<file path="src/rtl/prog_loader.sv">
// rtl/prog_loader.sv - program image loader and CPU run supervisor
//
// Purpose:
//   Packs a little-endian byte stream into DATA_WIDTH-bit words and writes
//   them to memory from word address 0 while the CPU is held in reset. It
//   then releases the CPU, counts run cycles until end_program_i or the
//   optional MAX_CYCLES timeout, and halts the CPU again.
//
// Ports:
//   clk_i, rst_i          clock, asynchronous active-high reset
//   start_i, len_i        start pulse and word count (sampled in IDLE/DONE)
//   s_data_i/s_valid_i/s_ready_o   image byte stream (valid/ready)
//   mem_sel_o             loader owns the memory port
//   mem_addr_o/mem_value_o/mem_enable_o/mem_wr_en_o   registered write port
//   cpu_rst_o             CPU reset, active-high
//   end_program_i         CPU end-of-program flag
//   done_o/timeout_o/cycles_o      run result
module prog_loader #(
   parameter int ADDR_WIDTH = 12,
   parameter int DATA_WIDTH = 16,
   parameter int CYC_WIDTH  = 32,
   parameter int MAX_CYCLES = 0
) (
   input  logic                  clk_i,
   input  logic                  rst_i,
   input  logic                  start_i,
   input  logic [ADDR_WIDTH:0]   len_i,
   input  logic [7:0]            s_data_i,
   input  logic                  s_valid_i,
   output logic                  s_ready_o,
   output logic                  mem_sel_o,
   output logic [ADDR_WIDTH-1:0] mem_addr_o,
   output logic [DATA_WIDTH-1:0] mem_value_o,
   output logic                  mem_enable_o,
   output logic                  mem_wr_en_o,
   output logic                  cpu_rst_o,
   input  logic                  end_program_i,
   output logic                  done_o,
   output logic                  timeout_o,
   output logic [CYC_WIDTH-1:0]  cycles_o
);

   localparam int BPW    = DATA_WIDTH / 8;
   localparam int LANE_W = (BPW > 1) ? $clog2(BPW) : 1;

   localparam logic [ADDR_WIDTH:0]  DEPTH     = {1'b1, {ADDR_WIDTH{1'b0}}};
   localparam logic [LANE_W-1:0]    LAST_LANE = LANE_W'(BPW - 1);
   localparam logic [CYC_WIDTH-1:0] MAX_C     = CYC_WIDTH'(MAX_CYCLES);

   typedef enum logic [2:0] {
      S_IDLE,
      S_LOAD,
      S_SETTLE,
      S_RUN,
      S_DONE
   } state_t;

   state_t                  state_q, state_d;
   logic [ADDR_WIDTH:0]     idx_q, idx_d;
   logic [ADDR_WIDTH:0]     len_q, len_d;
   logic [LANE_W-1:0]       lane_q, lane_d;
   logic [DATA_WIDTH-1:0]   asm_q, asm_d;
   logic                    wr_q, wr_d;
   logic [ADDR_WIDTH-1:0]   addr_q, addr_d;
   logic [DATA_WIDTH-1:0]   value_q, value_d;
   logic [CYC_WIDTH-1:0]    cycles_q, cycles_d;
   logic                    done_q, done_d;
   logic                    timeout_q, timeout_d;

   logic [DATA_WIDTH-1:0]   asm_next;
   logic [CYC_WIDTH-1:0]    cycles_inc;
   logic [ADDR_WIDTH:0]     idx_inc;

   always_ff @(posedge clk_i or posedge rst_i) begin
      if (rst_i) begin
         state_q   <= S_IDLE;
         idx_q     <= '0;
         len_q     <= '0;
         lane_q    <= '0;
         asm_q     <= '0;
         wr_q      <= 1'b0;
         addr_q    <= '0;
         value_q   <= '0;
         cycles_q  <= '0;
         done_q    <= 1'b0;
         timeout_q <= 1'b0;
      end else begin
         state_q   <= state_d;
         idx_q     <= idx_d;
         len_q     <= len_d;
         lane_q    <= lane_d;
         asm_q     <= asm_d;
         wr_q      <= wr_d;
         addr_q    <= addr_d;
         value_q   <= value_d;
         cycles_q  <= cycles_d;
         done_q    <= done_d;
         timeout_q <= timeout_d;
      end
   end

   always_comb begin
      state_d   = state_q;
      idx_d     = idx_q;
      len_d     = len_q;
      lane_d    = lane_q;
      asm_d     = asm_q;
      wr_d      = 1'b0;
      addr_d    = '0;
      value_d   = '0;
      cycles_d  = cycles_q;
      done_d    = done_q;
      timeout_d = timeout_q;

      s_ready_o = 1'b0;
      mem_sel_o = 1'b0;
      cpu_rst_o = 1'b1;

      // Word as it will look once the incoming byte lands in its lane; used
      // both for the assembly register and as the write data of a full word.
      asm_next = asm_q;
      for (int l = 0; l < BPW; l++) begin
         if (lane_q == LANE_W'(l)) begin
            asm_next[8*l +: 8] = s_data_i;
         end
      end

      cycles_inc = (cycles_q == '1) ? cycles_q : cycles_q + 1'b1;
      idx_inc    = idx_q + 1'b1;

      unique case (state_q)
         S_IDLE, S_DONE: begin
            if (start_i) begin
               cycles_d  = '0;
               done_d    = 1'b0;
               timeout_d = 1'b0;
               idx_d     = '0;
               lane_d    = '0;
               asm_d     = '0;
               len_d     = (len_i > DEPTH) ? DEPTH : len_i;
               // Clamping never turns a nonzero length into zero.
               state_d   = (len_i != '0) ? S_LOAD : S_RUN;
            end
         end

         S_LOAD: begin
            s_ready_o = 1'b1;
            mem_sel_o = 1'b1;
            if (s_valid_i) begin
               if (lane_q == LAST_LANE) begin
                  wr_d    = 1'b1;
                  addr_d  = idx_q[ADDR_WIDTH-1:0];
                  value_d = asm_next;
                  idx_d   = idx_inc;
                  lane_d  = '0;
                  asm_d   = '0;
                  if (idx_inc == len_q) begin
                     state_d = S_SETTLE;
                  end
               end else begin
                  lane_d = lane_q + 1'b1;
                  asm_d  = asm_next;
               end
            end
         end

         // One cycle so the final write pulse lands while the CPU is still
         // held in reset.
         S_SETTLE: begin
            mem_sel_o = 1'b1;
            state_d   = S_RUN;
         end

         S_RUN: begin
            cpu_rst_o = 1'b0;
            cycles_d  = cycles_inc;
            if (end_program_i) begin
               state_d = S_DONE;
               done_d  = 1'b1;
            end else if ((MAX_CYCLES != 0) && (cycles_inc == MAX_C)) begin
               state_d   = S_DONE;
               done_d    = 1'b1;
               timeout_d = 1'b1;
            end
         end

         default: begin
            state_d = S_IDLE;
         end
      endcase
   end

   assign mem_addr_o   = addr_q;
   assign mem_value_o  = value_q;
   assign mem_enable_o = wr_q;
   assign mem_wr_en_o  = wr_q;
   assign done_o       = done_q;
   assign timeout_o    = timeout_q;
   assign cycles_o     = cycles_q;

endmodule

</file>
<file path="config.mk">
export PLATFORM = sky130hd
export DESIGN_NAME = prog_loader
export DESIGN_NICKNAME = d
export VERILOG_FILES = /design/src/rtl/prog_loader.sv
export SDC_FILE = /design/constraint.sdc
export NUM_CORES = 1
export LEC_CHECK = 0
export ABC_AREA = 1
export CAP_MARGIN = 10
export CORE_MARGIN = 8
export CORE_UTILIZATION = 46
export CTS_CLUSTER_DIAMETER = 40
export DETAILED_ROUTE_END_ITERATION = 6
export PLACE_DENSITY = 0.75
export SYNTH_ARGS = -nofsm -noshare
export SYNTH_HDL_FRONTEND = slang
export SYNTH_SLANG_ARGS = --single-unit
export TNS_END_PERCENT = 5
</file>
<file path="constraint.sdc">
create_clock -name clk_i -period 6.8 [get_ports clk_i]
set_clock_uncertainty 0.1 [all_clocks]
set_input_delay 1.7 -clock clk_i [delete_from_list [all_inputs] [get_ports clk_i]]
set_output_delay 1.7 -clock clk_i [all_outputs]
set_load 0.02 [all_outputs]
</file>
==> flow_summary.yaml <==
cts:
  clk_latency_ps: 370
  numClockSinks: 100
  post_cts_resized: 0
  clock_tree.htree_level_count: 3
  cts-root-to-sink-buffers: 2
  clk_transition_reported_paths_ps: 100
  numCtsBuffers: 9
  cts.root.buffer_cell: "sky130_fd_sc_hd__clkbuf_8"
  cts_tree: "built"
  cts_setup_buffers: 0
  hold_buffers: 0
logic_synthesis:
  post_synthesis_cell_count: 664
  synth_cell_type_count: 34
  synth_async_sr_flop_share_pct: 100
  postSynth.topFlopCell: "sky130_fd_sc_hd__dfrtp_1"
  synthesis.area_um2: 5130
  synthesis.nets: 692
  ys_ff_latch: 100
  synth-edff-count: 0
  post_synthesis_mean_instance_area_um2: 7.73
  synth_sequential_area_ratio_pct: 48.8
  synth_warnings: 0
pwr:
  p_leak_nw: 2.72
  pwr_density_cell_nw_per_um2: 357
  total_power_draw_mw: 2.26
  power.ir.vdd_worst_v: 0.000181
sta:
  timing.max_slew.rel_slack_pct: 34.4
  finalWorstPathRequiredPeriod_ps: 4290
  period_share_pct: 63.1
  report.final.slew_viol_count: 0
  fin_worst_hold_slack_ps: 395
  timing.final.setup_violations: 0
  max_clock_freq_ghz: 0.233
  final-hold-violation-count: 0
  fin_setup_tns_ps: 0
  grt_setup_unrepaired: "false"
  worst-slew-pin-transition_ps: 983
critical_path:
  setup.worst_path.start_class: "flip-flop"
  cell_type_group_with_the_largest_total_delay_on_the_critical_path: "buffers and inverters"
  worst_path_largest_cell_delay_ps: 730
  cp_cell_sequence: "nor3_4 > inv_2 > clkdlybuf4s50_1"
  timing.reg2reg.setup_slack_ps: 3820
  endpoint_type_of_the_worst_setup_path: "primary output"
  critical_path_peak_fanout: 22
  worstSetupPathType: "reg2out"
  worst_path_max_delay_cell: "sky130_fd_sc_hd__nor3_4"
  crit_arrival_ps: 2490
  worst-endpoint-required_ps: 5000
  worstPathBufferInverterCount: 2
detailed_routing:
  firstDrtPassIters: 5
  detail_route.wl_per_cell_um: 15.8
  ant_nets: 0
  drt_wirelength_um: 14100
  route.vias.total: 4715
  number_of_drc_markers_in_iteration_0: 500
  drt_via_density: 5.27
  route.detailed.drc: 0
floorplan:
  die_h_um: 122
  number_of_i_o_pins: 93
  design.core.area_um2: 10800
  fp.dieW_um: 122
  fp-row-count: 38
  die-area_um2: 14800
  start_util_pct: 47.3
global_route:
  antenna_found_initial: 0
  grt_overflow: 0
  grt_pass1_wl_um: 23000
  first_global_vias: 4492
  global_route.usage.total_pct: 19.4
  grt_max_degree: 58
layout:
  most_common_cell_after_layout_fill_and_taps_aside: "sky130_fd_sc_hd__nand2_1"
  postLayoutCoreUtil_pct: 58.4
  area_growth_pct: 23.5
  mostFrequentLayoutCells: "sky130_fd_sc_hd__nand2_1, sky130_fd_sc_hd__dfrtp_1, sky130_fd_sc_hd__clkdlybuf4s50_1"
  design.final.nets: 777
  antenna_cells: 0
  layout_cell_share_with_drive_strength_beyond_1_pct: 5.84
placed_design:
  io_buffer_count: 91
  gp_routability_congestion: 0.924
  hpwlAfterDp_um: 10700
run:
  cap_violations: 0
min_path:
  worstHoldPathType: "reg2reg"
run_status:
  outcome: "finished clean"
[registers in the layout, indices dropped and copies added (netlist names), 3 cells and up]
signal	count
idx_q	13
state_q	3
len_q	13
mem_value_o	16
mem_addr_o	12
cycles_o	32
asm_q	8
[layer usage]
metal | GRT usage, % | wire, µm | up-vias
met1 | 25.1 | 6160 | 2240
met5 | 0 | 0 | -
met4 | 6.40 | 167 | 0
li1 | - | - | 2325
met3 | 4.03 | 872 | 14
met2 | 32.0 | 6890 | 136
[path summary, 6_finish.rpt]
kind	from	to	depth (start not counted)
worst max-delay path	state_q[2]$_DFFE_PP0P_	cpu_rst_o	3
worst min-delay path	asm_q[5]$_DFFE_PP0P_	mem_value_o[5]$_DFF_PP0_	2
worst max register to register	state_q[2]$_DFFE_PP0P_	cycles_o[22]$_DFFE_PP0P_	8
worst min register to register	asm_q[5]$_DFFE_PP0P_	mem_value_o[5]$_DFF_PP0_	2
max in group asynchronous	rst_i	len_q[11]$_DFFE_PP0P_	3
min in group asynchronous	rst_i	mem_value_o[12]$_DFF_PP0_	2
[logic make-up after synthesis]
| family | Yosys count | share of synthesized area, % |
|---|---|---|
| AND/OR/NAND/NOR | 365 | 31.8 |
| buffers and inverters | 106 | 8.27 |
| flip-flops | 100 | 48.8 |
| AO/OA/AOI/OAI | 73 | 7.66 |
| XOR/XNOR | 17 | 2.90 |
| adder cells (fa/ha/maj) | 2 | 0.488 |
| other | 1 | 0.0731 |
[tightest hold or removal path, cell delays in order, from the launching register on]
cell and delay (ps):
sky130_fd_sc_hd__dfrtp_1 330, sky130_fd_sc_hd__inv_1 50, sky130_fd_sc_hd__nor2_1 80
[report_power, final]
part	switching (mW)	internal [mW]
clock network	0.211	0.181
logic	0.606	0.348
registers	0.155	0.761
total	0.972	1.29
[layout make-up]
type,instances,area [µm²]
Inverter,88,335
Tap cell,140,175
Clock buffer,10,138
Timing Repair Buffer,92,918
Clock inverter,6,62.6
Fill cell,1033,4510
Multi-Input combinational cell,458,2200
Sequential cell,100,2500
[cells in the mapped netlist, types with 5 or more instances]
| cell | count | share of area, % |
|---|---|---|
| sky130_fd_sc_hd__buf_1 | 5 | 0.37 |
| sky130_fd_sc_hd__buf_2 | 7 | 0.68 |
| sky130_fd_sc_hd__dfrtp_1 | 100 | 49 |
| sky130_fd_sc_hd__inv_1 | 82 | 6.0 |
| sky130_fd_sc_hd__inv_2 | 5 | 0.37 |
| sky130_fd_sc_hd__nand2_1 | 157 | 11 |
| sky130_fd_sc_hd__nand3_1 | 71 | 6.9 |
| sky130_fd_sc_hd__nand4_1 | 17 | 2.1 |
| sky130_fd_sc_hd__nor2_1 | 73 | 5.3 |
| sky130_fd_sc_hd__nor2_2 | 5 | 0.61 |
| sky130_fd_sc_hd__nor3_1 | 19 | 1.9 |
| sky130_fd_sc_hd__nor4_1 | 6 | 0.73 |
| sky130_fd_sc_hd__o21ai_0 | 34 | 3.3 |
| sky130_fd_sc_hd__o21ai_1 | 20 | 2.0 |
| sky130_fd_sc_hd__o22ai_1 | 11 | 1.3 |
| sky130_fd_sc_hd__or2_2 | 6 | 0.73 |
| sky130_fd_sc_hd__xor2_1 | 16 | 2.7 |
[through the flow]
step | setup slack, ps | instances | area (µm²)
finish | 2510 | 894 | 6330
floorplan | 2380 | 664 | 5130
detailed placement | 2890 | 878 | 6130
global route | 2350 | 894 | 6330
CTS | 2470 | 894 | 6330
global placement | 2900 | 878 | 6130
Power figures use the tool's default switching activity.
